[config.mk]
export PLATFORM = sky130hd
export DESIGN_NAME = entrada_sensores_filtro_flat
export DESIGN_NICKNAME = d
export VERILOG_FILES = /design/src/rtl/entrada_sensores_filtro_if.sv /design/src/rtl/entrada_sensores_filtro.sv /design/src/flat_wrapper.sv
export SDC_FILE = /design/constraint.sdc
export NUM_CORES = 1
export LEC_CHECK = 0
export ABC_AREA = 1
export BUFFER_PORTS_ARGS = -buffer_cell sky130_fd_sc_hd__buf_2
export CAP_MARGIN = 20
export CORE_MARGIN = 1.5
export CORE_UTILIZATION = 61
export DETAILED_ROUTE_END_ITERATION = 7
export PLACE_DENSITY = 0.8
export SLEW_MARGIN = 25
export SYNTH_ARGS = -nofsm -noshare
export SYNTH_HDL_FRONTEND = slang
export SYNTH_SLANG_ARGS = --single-unit
[constraint.sdc]
create_clock -name clock -period 1.8 [get_ports clock]
set_input_delay 0.18 -clock clock [delete_from_list [all_inputs] [get_ports clock]]
set_output_delay 0.18 -clock clock [all_outputs]
set_load 0.05 [all_outputs]
[src/rtl/entrada_sensores_filtro_if.sv]
// Signal bundle between the raw board inputs and the conditioned sensor outputs.
interface entrada_sensores_filtro_if;
  logic [6:0] raw_in;
  logic [6:0] clean_out;
  logic [6:0] change_stb;
  logic       tick;
  logic       sensor_fault;

  modport master (output raw_in, input clean_out, change_stb, tick, sensor_fault);
  modport slave  (input raw_in, output clean_out, change_stb, tick, sensor_fault);
endinterface

[src/rtl/entrada_sensores_filtro.sv]
// Sensor input conditioning: 2-flop sync, slow sample tick, per-channel debounce.
// Define NIVEL_PLAUSIVEL_EN to add the H/M/L level-probe plausibility checker.
module entrada_sensores_filtro #(
  parameter int unsigned SAMPLE_DIV     = 50000,
  parameter int unsigned DEBOUNCE_TICKS = 20,
  parameter int unsigned FAULT_TICKS    = 100
) (
  input  logic clock,
  input  logic reset_n,
  entrada_sensores_filtro_if.slave sens
);
  localparam int unsigned NCH = 7;
  localparam int unsigned PW  = $clog2(SAMPLE_DIV);
  localparam int unsigned CW  = $clog2(DEBOUNCE_TICKS + 1);
  localparam logic [CW-1:0] DB_LAST = CW'(DEBOUNCE_TICKS - 1);

  if (SAMPLE_DIV < 2 || DEBOUNCE_TICKS < 1 || FAULT_TICKS < 1) begin : g_param_check
    $error("entrada_sensores_filtro: parameter below its minimum");
  end

  typedef enum logic {DB_STABLE, DB_CANDIDATE} db_state_e;

  logic [PW-1:0]  pre_q;
  logic           tick;
  logic [NCH-1:0] sync1_q, sync_q;
  logic [NCH-1:0] deb_q, deb_d, accept;
  logic [NCH-1:0] out_q, out_d, stb_q, stb_d;
  db_state_e      db_q [NCH];
  db_state_e      db_d [NCH];
  logic [CW-1:0]  cnt_q [NCH];
  logic [CW-1:0]  cnt_d [NCH];

  assign tick = (pre_q == PW'(SAMPLE_DIV - 1));

  always_ff @(posedge clock or negedge reset_n) begin
    if (!reset_n) begin
      pre_q   <= '0;
      sync1_q <= '0;
      sync_q  <= '0;
      deb_q   <= '0;
      out_q   <= '0;
      stb_q   <= '0;
      for (int unsigned i = 0; i < NCH; i++) begin
        db_q[i]  <= DB_STABLE;
        cnt_q[i] <= '0;
      end
    end else begin
      pre_q   <= tick ? '0 : pre_q + 1'b1;
      sync1_q <= sens.raw_in;
      sync_q  <= sync1_q;
      deb_q   <= deb_d;
      out_q   <= out_d;
      stb_q   <= stb_d;
      for (int unsigned i = 0; i < NCH; i++) begin
        db_q[i]  <= db_d[i];
        cnt_q[i] <= cnt_d[i];
      end
    end
  end

  always_comb begin
    for (int unsigned i = 0; i < NCH; i++) begin
      db_d[i]  = db_q[i];
      cnt_d[i] = cnt_q[i];
      if (tick) begin
        unique case (db_q[i])
          DB_STABLE: begin
            if (sync_q[i] != deb_q[i] && DEBOUNCE_TICKS > 1) begin
              db_d[i]  = DB_CANDIDATE;
              cnt_d[i] = CW'(1);
            end
          end
          DB_CANDIDATE: begin
            if (sync_q[i] == deb_q[i] || cnt_q[i] == DB_LAST) begin
              db_d[i]  = DB_STABLE;
              cnt_d[i] = '0;
            end else begin
              cnt_d[i] = cnt_q[i] + 1'b1;
            end
          end
        endcase
      end
    end
  end

  // Single-tick debounce accepts straight from STABLE; otherwise the last candidate tick accepts.
  always_comb begin
    accept = '0;
    for (int unsigned i = 0; i < NCH; i++) begin
      accept[i] = tick && (sync_q[i] != deb_q[i]) &&
                  ((db_q[i] == DB_STABLE && DEBOUNCE_TICKS == 1) ||
                   (db_q[i] == DB_CANDIDATE && cnt_q[i] == DB_LAST));
    end
    deb_d = (deb_q & ~accept) | (sync_q & accept);
  end

`ifdef NIVEL_PLAUSIVEL_EN
  localparam int unsigned FW = $clog2(FAULT_TICKS + 1);

  typedef enum logic [1:0] {LV_VALID, LV_SUSPECT, LV_FAULT} lv_state_e;

  lv_state_e     lv_q, lv_d;
  logic [FW-1:0] fcnt_q, fcnt_d;
  logic [1:0]    pcnt_q, pcnt_d;
  logic [2:0]    lvl_d;
  logic          implaus;

  // Judged on the level being latched this tick so an implausible value never reaches clean_out.
  assign implaus = (deb_d[0] & ~deb_d[1]) | (deb_d[1] & ~deb_d[2]);

  always_ff @(posedge clock or negedge reset_n) begin
    if (!reset_n) begin
      lv_q   <= LV_VALID;
      fcnt_q <= '0;
      pcnt_q <= '0;
    end else begin
      lv_q   <= lv_d;
      fcnt_q <= fcnt_d;
      pcnt_q <= pcnt_d;
    end
  end

  always_comb begin
    lv_d   = lv_q;
    fcnt_d = fcnt_q;
    pcnt_d = pcnt_q;
    if (tick) begin
      case (lv_q)
        LV_VALID: begin
          if (implaus) begin
            lv_d   = (FAULT_TICKS == 1) ? LV_FAULT : LV_SUSPECT;
            fcnt_d = FW'(1);
            pcnt_d = '0;
          end
        end
        LV_SUSPECT: begin
          if (!implaus) begin
            lv_d   = LV_VALID;
            fcnt_d = '0;
          end else if (fcnt_q == FW'(FAULT_TICKS - 1)) begin
            lv_d   = LV_FAULT;
            fcnt_d = '0;
            pcnt_d = '0;
          end else begin
            fcnt_d = fcnt_q + 1'b1;
          end
        end
        LV_FAULT: begin
          if (implaus) begin
            pcnt_d = '0;
          end else if (pcnt_q == 2'd3) begin
            lv_d   = LV_VALID;
            pcnt_d = '0;
          end else begin
            pcnt_d = pcnt_q + 1'b1;
          end
        end
        default: lv_d = LV_VALID;
      endcase
    end
  end

  always_comb begin
    lvl_d = out_q[2:0];
    if (tick && lv_d == LV_VALID) lvl_d = deb_d[2:0];
    out_d = {deb_d[NCH-1:3], lvl_d};
    stb_d = {accept[NCH-1:3], lvl_d ^ out_q[2:0]};
  end

  assign sens.sensor_fault = (lv_q == LV_FAULT);
`else
  assign out_d = deb_d;
  assign stb_d = accept;
  assign sens.sensor_fault = 1'b0;
`endif

  assign sens.clean_out  = out_q;
  assign sens.change_stb = stb_q;
  assign sens.tick       = tick;
endmodule
[src/flat_wrapper.sv]
// flat-port wrapper written by rule: the top's interface ports become plain ports
module entrada_sensores_filtro_flat 
#(
  parameter int unsigned SAMPLE_DIV     = 50000,
  parameter int unsigned DEBOUNCE_TICKS = 20,
  parameter int unsigned FAULT_TICKS    = 100
)
  (clock, reset_n, sens_raw_in, sens_clean_out, sens_change_stb, sens_tick, sens_sensor_fault);
  entrada_sensores_filtro_if sens_i ();
  input  logic clock;
  input  logic reset_n;
  input wire logic [$bits(sens_i.raw_in)-1:0] sens_raw_in;
  output wire logic [$bits(sens_i.clean_out)-1:0] sens_clean_out;
  output wire logic [$bits(sens_i.change_stb)-1:0] sens_change_stb;
  output wire logic [$bits(sens_i.tick)-1:0] sens_tick;
  output wire logic [$bits(sens_i.sensor_fault)-1:0] sens_sensor_fault;
  assign sens_i.raw_in = sens_raw_in;
  assign sens_clean_out = sens_i.clean_out;
  assign sens_change_stb = sens_i.change_stb;
  assign sens_tick = sens_i.tick;
  assign sens_sensor_fault = sens_i.sensor_fault;
  entrada_sensores_filtro #(.SAMPLE_DIV(SAMPLE_DIV), .DEBOUNCE_TICKS(DEBOUNCE_TICKS), .FAULT_TICKS(FAULT_TICKS)) u_core (.clock(clock), .reset_n(reset_n), .sens(sens_i));
endmodule
==> results of run 1 <==
## through the flow
stage	worst slack, ps	power [mW]
3_5_place_dp	71.98	2.090
4_1_cts	17.96	3.637
6_report	31.56	3.599
2_1_floorplan	245.4	2.024
5_1_grt	-51.87	3.742
3_3_place_gp	146.1	2.087
## logic make-up after synthesis
logic type	after synthesis	share of synthesized area, %
simple gates	345	34.55
buf+inv	55	5.082
xor+xnor	34	6.758
compound gates	21	2.413
other cells	1	0.08510
fa+ha+maj	8	2.272
flops	86	48.84
## cell type report
cell class | count | area share (%)
Inverter | 50 | 3.741
Tap cell | 96 | 2.332
Clock inverter | 7 | 1.992
Clock buffer | 9 | 2.405
Sequential cell | 86 | 41.88
Multi-Input combinational cell | 409 | 39.81
Timing Repair Buffer | 55 | 7.846
## cell usage in the layout, fill, tap and decap left out, drive strengths merged, types with 9 or more instances in the layout
master,instances
nand2,190
nor2,87
dfrtp,86
inv,53
buf,47
nand3,34
xor2,27
nor3,18
o21ai,17
nand4,16
clkbuf,9
## worst max-delay path by stage
stage | startpoint | end | cells after the start
floorplan | u_core.pre_q[0]$_DFF_PN0_ | flop | 8
global placement | u_core.pre_q[0]$_DFF_PN0_ | sens_tick | 7
detailed placement | u_core.pre_q[0]$_DFF_PN0_ | sens_tick | 7
CTS | u_core.pre_q[11]$_DFF_PN0_ | sens_tick | 7
global route | u_core.pre_q[12]$_DFF_PN0_ | sens_tick | 7
finish | u_core.pre_q[1]$_DFF_PN0_ | sens_tick | 7
## routing by layer
layer | vias up | global-route usage [%] | wire (um)
met5 | - | 0 | 0
met4 | 0 | 9.812 | 170
met3 | 16 | 6.032 | 474
met2 | 130 | 43.58 | 4618
met1 | 1786 | 33.91 | 4061
li1 | 1851 | - | -
## synth_stat cells, types with 4 or more instances
| library cell | count |
|---|---|
| o21ai_1 | 7 |
| nand4_1 | 16 |
| nor2_1 | 80 |
| o21ai_0 | 10 |
| nand3_1 | 33 |
| nor3_1 | 11 |
| dfrtp_1 | 86 |
| nor3_2 | 7 |
| inv_2 | 4 |
| inv_1 | 46 |
| xor2_1 | 27 |
| xnor2_1 | 7 |
| nand2_1 | 186 |
| ha_1 | 8 |
## registers in the layout, summed over array words and instances (netlist names), named ones only
| register | flops |
|---|---|
| u_core.cnt_q | 35 |
| u_core.pre_q | 16 |
| u_core.db_q | 7 |
| u_core.sens.change_stb | 7 |
| u_core.sync1_q | 7 |
| u_core.sync_q | 7 |
## power breakdown
group          internal (mW)  total (mW)  leakage, nW  switching, mW
Clock                  0.798        1.54        0.111          0.739
Combinational         0.0350       0.108         1.42         0.0731
Sequential              1.95        1.95         1.15        0.00845
## critical path: cells and delay by family (launching register included)
family / cells / cell delay (ps)
flip-flops: 1 / 410
buffers and inverters: 3 / 340
adder cells (fa/ha/maj): 1 / 180
AND/OR/NAND/NOR: 3 / 300
## what timing repair did
| action | in CTS | in global routing |
|---|---|---|
| hold endpoints to repair | 35 | 0 |
| resized for setup | 6 | 9 |
| setup endpoints to repair | 1 | 1 |
| hold buffers | 8 | 0 |
| buffers inserted | 3 | 10 |
| pin swaps | 0 | 3 |
==> key figures, run 1 <==
Worst setup path
  – Critical-path cell list: ha_4, nand3_4, inv_4, nand2_1, nor2_2, buf_6, buf_8
  – Crit-path max cell delay: 410 ps
  – WP data arrival: 1590 ps
  – Startpoint Class: flop
  – Worst EP required: 1620 ps
  – CP max FO: 3
  – Critical setup path kind: reg -> out
  – R2r setup slk: 140 ps
  – Worst r2r src: u_core.pre_q[1]$_DFF_PN0_
  – R2R cell count: 9
  – Worst r2r dst: u_core.cnt_q[32]$_DFFE_PN0P_
  – Crit end category: primary output
  – CP max stage cell: dfrtp_1

Route
  – Antenna viol nets, final: 0
  – Vias/cell: 5.313
  – Detailed Route Iter0 Violations: 239
  – Final WL: 9324 um
  – Drc violations: 0
  – Routed WL per cell: 13.10 um
  – DR pass1 iterations: 5
  – Via count: 3,783

Floorplan
  – Core ar.: 6907 um2
  – Die W: 88.00 um
  – I/O pin cnt: 25
  – Site Rows: 30
  – Initial Util: 63.80%
  – Die Area: 7743 um2
  – Die Y: 88.00 um

Place
  – Port Buffers: 23
  – RD Place Congestion: 0.8997
  – Cells after DPL: 675
  – DP Area: 4703 um2
  – DP HPWL: 6381 um

Finish
  – Register area: 2157 um2
  – Final Cell Area: 5151 um2
  – Fill cell count: 513
  – ANT cells: 0
  – Fraction of layout cells with a size suffix above 1: 15.26%
  – Layout Nets: 628
  – Fin util: 74.58%
  – Multi-input gate area: 2051 um2
  – Synth-to-layout area growth: 16.89%
  – Final Non-Filler Cells: 712

Yosys
  – Area leader, netlist: dfrtp_1
  – Synth top area cells: dfrtp_1 49%, nand2_1 16%, nor2_1 6.8%
  – Post-Synthesis Cell Area: 4407 um2
  – Post-synth EDFFs: 0
  – Top_reg_cell synth: dfrtp_1
  – Flop and latch count out of synthesis: 86
  – Sequential area share after synthesis: 48.84%
  – Ys async rst share: 100.0%
  – Distinct cells, synth: 26
  – Net count after synthesis: 567
  – Synth warn: 0
  – Syn avg cell area: 8.012 um2
  – Mapped Cells: 550
  – Share of the synthesized area in the top cell type: 48.84%

Timing
  – Final Hold Fails: 0
  – Hold Worst Slack: 299.5 ps
  – Setup TNS: 0 ps
  – RSZ-0062 raised after global routing: yes
  – Final setup fails: 0
  – Period minus WS final: 1768 ps
  – Fmax: 565.5 MHz
  – Worst Skew: 11.38 ps
  – Final Slew Violations: 0
  – Tcrit/Tclk final: 98.25%

Clocking
  – CTS tree: built
  – TritonCTS Buffers: 9
  – CTS max path bufs: 2
  – H-tree levels: 3
  – TritonCTS Sinks: 86
  – Clock transition at the registers of the reported paths: 90 ps
  – CTS root buffer: clkbuf_8
  – Clk Latency, worst-skew pair: 360 ps

GRT
  – First-pass GRT wire length: 15,830 um
  – Number of global-route vias before repair: 3,614
  – GRT Overall Usage: 26.35%
  – Largest net degree at the start of global routing: 32
  – Total gr overflow: 0
  – Initial antenna violation count: 0

Status
  – Status: finished, final reports clean

Worst hold path
  – Worst min-delay path category: in -> async

Pwr
  – PD cells: 698.7 nW/um2
  – Peak supply drop: 505.5 uV
  – Leakage: 2.679 nW

Flow run
  – Max-capacitance violation count: 0
(Power assumes the default switching activity.)
==> run 2: changes to the inputs <==
==> constraint.sdc (replaced) <==
create_clock -name clock -period 1.8 [get_ports clock]
set_input_delay 0.09 -clock clock [delete_from_list [all_inputs] [get_ports clock]]
set_output_delay 0.09 -clock clock [all_outputs]
set_load 0.05 [all_outputs]
==> key figures, run 2 (same netlist as run 1, synthesis figures left out) <==
Floorplan
  – Die Y: 88.00 um (unchanged)
  – Site Rows: 30 (unchanged)
  – Die W: 88.00 um (unchanged)
  – Initial Util: 63.80% (unchanged)
  – I/O pin cnt: 25 (unchanged)
  – Core ar.: 6907 um2 (unchanged)
  – Die Area: 7743 um2 (unchanged)

Pwr
  – Peak supply drop: 490.1 uV (-3.0%)
  – Leakage: 2.616 nW (-2.3%)
  – PD cells: 680.1 nW/um2 (-2.7%)

Timing
  – Post-route setup slack: 80.87 ps (+49.32 ps)
  – Final Slew Violations: 0 (unchanged)
  – Worst Skew: 8.240 ps (-3.137 ps)
  – Period minus WS final: 1719 ps (-49.32 ps)
  – Final setup fails: 0 (unchanged)
  – Setup TNS: 0 ps (unchanged)
  – Tcrit/Tclk final: 95.51% (-2.7 points)
  – Fmax: 581.7 MHz (+2.9%)
  – Final Hold Fails: 0 (unchanged)

Place
  – Cells after DPL: 675 (unchanged)
  – RD Place Congestion: 0.8815 (-2.0%)
  – DP HPWL: 6623 um (+3.8%)
  – Post-Place Worst Slack: 167.3 ps (+95.32 ps)
  – Port Buffers: 23 (unchanged)

Route
  – Via count: 3,639 (-3.8%)
  – Routed WL per cell: 12.87 um (-1.7%)
  – Final WL: 9021 um (-3.2%)
  – Vias/cell: 5.191 (-2.3%)
  – Antenna viol nets, final: 0 (unchanged)
  – Drc violations: 0 (unchanged)
  – Detailed Route Iter0 Violations: 234 (-2.1%)
  – DR pass1 iterations: 5 (unchanged)

Clocking
  – Clk Latency, worst-skew pair: 360 ps (about the same)
  – TritonCTS Buffers: 9 (unchanged)
  – CTS root buffer: clkbuf_8
  – CTS tree: built
  – CTS max path bufs: 2 (unchanged)
  – Clock transition at the registers of the reported paths: 80 ps (about the same)
  – TritonCTS Sinks: 86 (unchanged)
  – H-tree levels: 3 (unchanged)

Worst hold path
  – Worst min-delay path category: in -> async

Finish
  – Layout Nets: 617 (-1.8%)
  – Top reg by flops: u_core.cnt_q
  – Most frequent cells in the layout: 186 x nand2_1, 86 x dfrtp_1, 78 x nor2_1
  – Max reg flops: 35 (unchanged)
  – ANT cells: 0 (unchanged)
  – Fin util: 72.84% (-1.7 points)
  – Largest regs: u_core.cnt_q x35, u_core.pre_q x16
  – Fill cell count: 563 (+9.7%)
  – Fraction of layout cells with a size suffix above 1: 12.89% (-2.4 points)
  – Final Non-Filler Cells: 701 (-1.5%)
  – Commonest non-fill, non-tap cell in the layout: nand2_1
  – Synth-to-layout area growth: 14.17%

Worst setup path
  – Critical setup path kind: reg -> out
  – Worst EP required: 1710 ps (+90 ps)
  – WP data arrival: 1630 ps (+40 ps)
  – CP max FO: 6 (+3)
  – Startpoint Class: flop
  – Crit end category: primary output

GRT
  – Initial antenna violation count: 0 (unchanged)
  – Largest net degree at the start of global routing: 37 (+16%)
  – First-pass GRT wire length: 15,460 um (-2.4%)
  – Total gr overflow: 0 (unchanged)
  – Number of global-route vias before repair: 3,476 (-3.8%)
  – GRT Overall Usage: 25.92% (-0.44 points)

Status
  – Status: finished, final reports clean

Flow run
  – Max-capacitance violation count: 0 (unchanged)
-- run 2: stage by stage --
| step | instance area (um2) | hold WS (ps) | power [mW] |
|---|---|---|---|
| after floorplan | 4407 | -205.6 | 2.024 |
| after global placement | 4703 | 79.03 | 2.085 |
| after detailed placement | 4703 | 85.84 | 2.089 |
| after CTS | 5009 | 241.5 | 3.458 |
| after global routing | 5031 | 277.8 | 3.556 |
| final | 5031 | 223.9 | 3.422 |
-- run 2: final timing paths --
kind | cells after the start | slack (ps) | startpoint | endpoint
worst max-delay path | 7 | 80 | u_core.pre_q[1]$_DFF_PN0_ | sens_tick
worst min-delay path | 2 | 220 | reset_n | u_core.cnt_q[9]$_DFFE_PN0P_
worst max register to register | 9 | 220 | u_core.pre_q[1]$_DFF_PN0_ | u_core.cnt_q[18]$_DFFE_PN0P_
worst min register to register | 0 | 360 | u_core.sync1_q[4]$_DFF_PN0_ | u_core.sync_q[4]$_DFF_PN0_
max in group asynchronous | 3 | 970 | reset_n | u_core.sync1_q[0]$_DFF_PN0_
min in group clock | 0 | 360 | u_core.sync1_q[4]$_DFF_PN0_ | u_core.sync_q[4]$_DFF_PN0_
-- run 2: report_power, final --
part,internal (mW),switching (mW)
Clock,0.646,0.714
Combinational,0.0323,0.0734
Sequential,1.95,0.0103
-- run 2: worst max-delay path, stage by stage, from the launching register on --
cell	delay, ps
dfrtp_1	400
ha_4	170
nand3_4	110
inv_2	100
nand2_1	90
nor2_4	120
buf_6	130
buf_8	140
-- run 2: timing repair --
action / in CTS / in global routing
pin swaps: 1 / 1
hold endpoints to repair: 41 / 0
endpoints found under the setup margin: 1 / 1
buffers inserted: 1 / 1
hold buffers: 8 / 0
gates resized for setup: 5 / 4
-- run 2: final cells by class --
| type | instances | area (um2) | area share [%] |
|---|---|---|---|
| repair buffers | 44 | 321.6 | 6.391 |
| well taps | 96 | 120.1 | 2.387 |
| flip-flops and latches | 86 | 2152 | 42.78 |
| inverters | 50 | 187.7 | 3.730 |
| multi-input cells | 409 | 2053 | 40.81 |
| clock inverters | 7 | 72.57 | 1.442 |
| clock buffers | 9 | 123.9 | 2.462 |
-- run 2: per-layer routing --
| layer | global-route usage, % | part of all wire, % | routed length, um | vias up |
|---|---|---|---|---|
| met5 | 0 | 0 | 0 | - |
| met4 | 6.926 | 0.65 | 59 | 0 |
| met3 | 5.749 | 3.4 | 306 | 7 |
| met2 | 42.05 | 49 | 4387 | 66 |
| met1 | 35.37 | 47 | 4268 | 1738 |
| li1 | - | - | - | 1828 |
==> run 3: changes to the inputs <==
Settings changed: GPL_TIMING_DRIVEN set to 0.
==> key figures, run 3 (same netlist as run 1, synthesis figures left out) <==
Floorplan
  – Die Area: 7743 um2 (unchanged)
  – Site Rows: 30 (unchanged)
  – Initial Util: 63.80% (unchanged)
  – Core ar.: 6907 um2 (unchanged)
  – Die Y: 88.00 um (unchanged)
  – I/O pin cnt: 25 (unchanged)
  – Die W: 88.00 um (unchanged)

Worst setup path
  – Critical setup path kind: reg -> out
  – Critical-path cell list: ha_4, nand3_4, inv_4, nand2_1, nor2_2, buf_6, buf_8
  – CP top delay family: flip-flops
  – WP data arrival: 1660 ps (+30 ps)
  – Startpoint Class: flop
  – Crit path buffers/inverters: 3 (unchanged)
  – Crit-path max cell delay: 410 ps (about the same)
  – Crit end category: primary output
  – CP max FO: 4 (-2)
  – Worst EP required: 1710 ps (about the same)
  – CP max stage cell: dfrtp_1

Finish
  – Most frequent cells in the layout: 186 x nand2_1, 85 x dfrtp_1, 77 x nor2_1
  – Top reg by flops: u_core.cnt_q
  – Final Non-Filler Cells: 706 (+0.71%)
  – Largest regs: u_core.cnt_q x35, u_core.pre_q x16
  – ANT cells: 0 (unchanged)
  – Max reg flops: 35 (unchanged)
  – Synth-to-layout area growth: 16.04%
  – Fraction of layout cells with a size suffix above 1: 13.77% (+0.88 points)
  – Commonest non-fill, non-tap cell in the layout: nand2_1
  – Layout Nets: 622 (+0.81%)
  – Fill cell count: 533 (-5.3%)
  – Final Cell Area: 5114 um2 (+1.6%)
  – Fin util: 74.04% (+1.2 points)

Worst hold path
  – Worst min-delay path category: in -> async

Timing
  – Worst Skew: 9.458 ps (+1.218 ps)
  – Setup TNS: 0 ps (unchanged)
  – Final Slew Violations: 0 (unchanged)
  – Hold Worst Slack: 167.4 ps (-56.47 ps)
  – Post-route setup slack: 54.71 ps (-26.16 ps)
  – Fmax: 573.0 MHz (-1.5%)
  – Final setup fails: 0 (unchanged)
  – Period minus WS final: 1745 ps (+26.16 ps)
  – Final Hold Fails: 0 (unchanged)
  – Tcrit/Tclk final: 96.96% (+1.5 points)

Place
  – RD Place Congestion: 0.8377 (-5.0%)
  – Post-Place Worst Slack: 76.06 ps (-91.24 ps)
  – DP HPWL: 5915 um (-11%)
  – Port Buffers: 23 (unchanged)
  – DP Area: 4676 um2 (-0.59%)
  – Cells after DPL: 670 (-0.74%)

GRT
  – Number of global-route vias before repair: 3,434 (-1.2%)
  – First-pass GRT wire length: 14,950 um (-3.3%)
  – Grt met3 use: 5.938% (+0.19 points)
  – GRT Overall Usage: 24.89% (-1.0 points)
  – GRT busiest layer: met2
  – M2 GR Usage: 40.87% (-1.2 points)
  – Initial antenna violation count: 0 (unchanged)
  – Total gr overflow: 0 (unchanged)
  – Met1 Use GR: 31.91% (-3.5 points)
  – Largest net degree at the start of global routing: 58 (+57%)

Clocking
  – CTS max path bufs: 2 (unchanged)
  – TritonCTS Buffers: 9 (unchanged)
  – TritonCTS Sinks: 86 (unchanged)
  – Clock transition at the registers of the reported paths: 80 ps (about the same)
  – H-tree levels: 3 (unchanged)
  – Clk Latency, worst-skew pair: 360 ps (about the same)
  – CTS root buffer: clkbuf_8
  – CTS tree: built

Route
  – Antenna viol nets, final: 0 (unchanged)
  – DR pass1 iterations: 5 (unchanged)
  – Drc violations: 0 (unchanged)
  – Detailed Route Iter0 Violations: 232 (-0.85%)
  – Final WL: 8737 um (-3.1%)
  – Routed WL per cell: 12.38 um (-3.8%)
  – Via count: 3,640 (+0.027%)
  – Vias/cell: 5.156 (-0.68%)

Pwr
  – PD cells: 696.0 nW/um2 (+2.3%)
  – Peak supply drop: 548.5 uV (+12%)
  – Leakage: 2.662 nW (+1.8%)
  – Overall Power: 3.559 mW (+4.0%)

Status
  – Status: finished, final reports clean

Flow run
  – Max-capacitance violation count: 0 (unchanged)
-- run 3: cell types whose count changed in the layout (fill, tap and decap cells not counted), sizes merged --
cell,previous run,this run
buf,36,41
bufinv,1,2
clkbuf,9,11
clkinv,2,1
clkinvlp,2,1
inv,52,51
-- run 3: what timing repair did --
action / in CTS / in global routing
endpoints found under the hold margin: 93 / 0
hold buffers: 8 / 0
pin swaps: 1 / 3
setup endpoints to repair: 1 / 36
resized for setup: 6 / 7
setup buffers: 1 / 11
-- run 3: cell type report --
| type | count | area [um2] | area share, % |
|---|---|---|---|
| clock inverter | 5 | 81.33 | 1.590 |
| sequential | 86 | 2153 | 42.11 |
| clock buffer | 11 | 141.4 | 2.765 |
| tap | 96 | 120.1 | 2.349 |
| timing repair buffer | 44 | 329.1 | 6.435 |
| inverter | 50 | 190.2 | 3.719 |
| multi-input combinational | 409 | 2056 | 40.20 |
| buffer | 5 | 42.54 | 0.8319 |
-- run 3: report_power, final --
part	internal [mW]	total [mW]	switching, mW	leakage (nW)
sequential	1.95	1.95	0.00782	1.15
combinational	0.0335	0.106	0.0720	1.40
clock	0.823	1.50	0.678	0.110
-- run 3: path summary, 6_finish.rpt --
check	cells after the start	start	slack, ps	end
worst max-delay path	7	u_core.pre_q[0]$_DFF_PN0_	50	sens_tick
worst min-delay path	2	reset_n	170	u_core.pre_q[9]$_DFF_PN0_
worst max register to register	9	u_core.pre_q[5]$_DFF_PN0_	150	u_core.cnt_q[30]$_DFFE_PN0P_
worst min register to register	0	u_core.sync1_q[1]$_DFF_PN0_	350	u_core.sync_q[1]$_DFF_PN0_
max in group asynchronous	3	reset_n	1070	u_core.sens.change_stb[4]$_DFF_PN0_
min in group clock	0	u_core.sync1_q[1]$_DFF_PN0_	350	u_core.sync_q[1]$_DFF_PN0_
-- run 3: routing by layer --
layer	part of all wire [%]	wire, um
met5	0	0
met2	49	4309
met1	45	3955
met4	1.5	129
met3	3.9	343
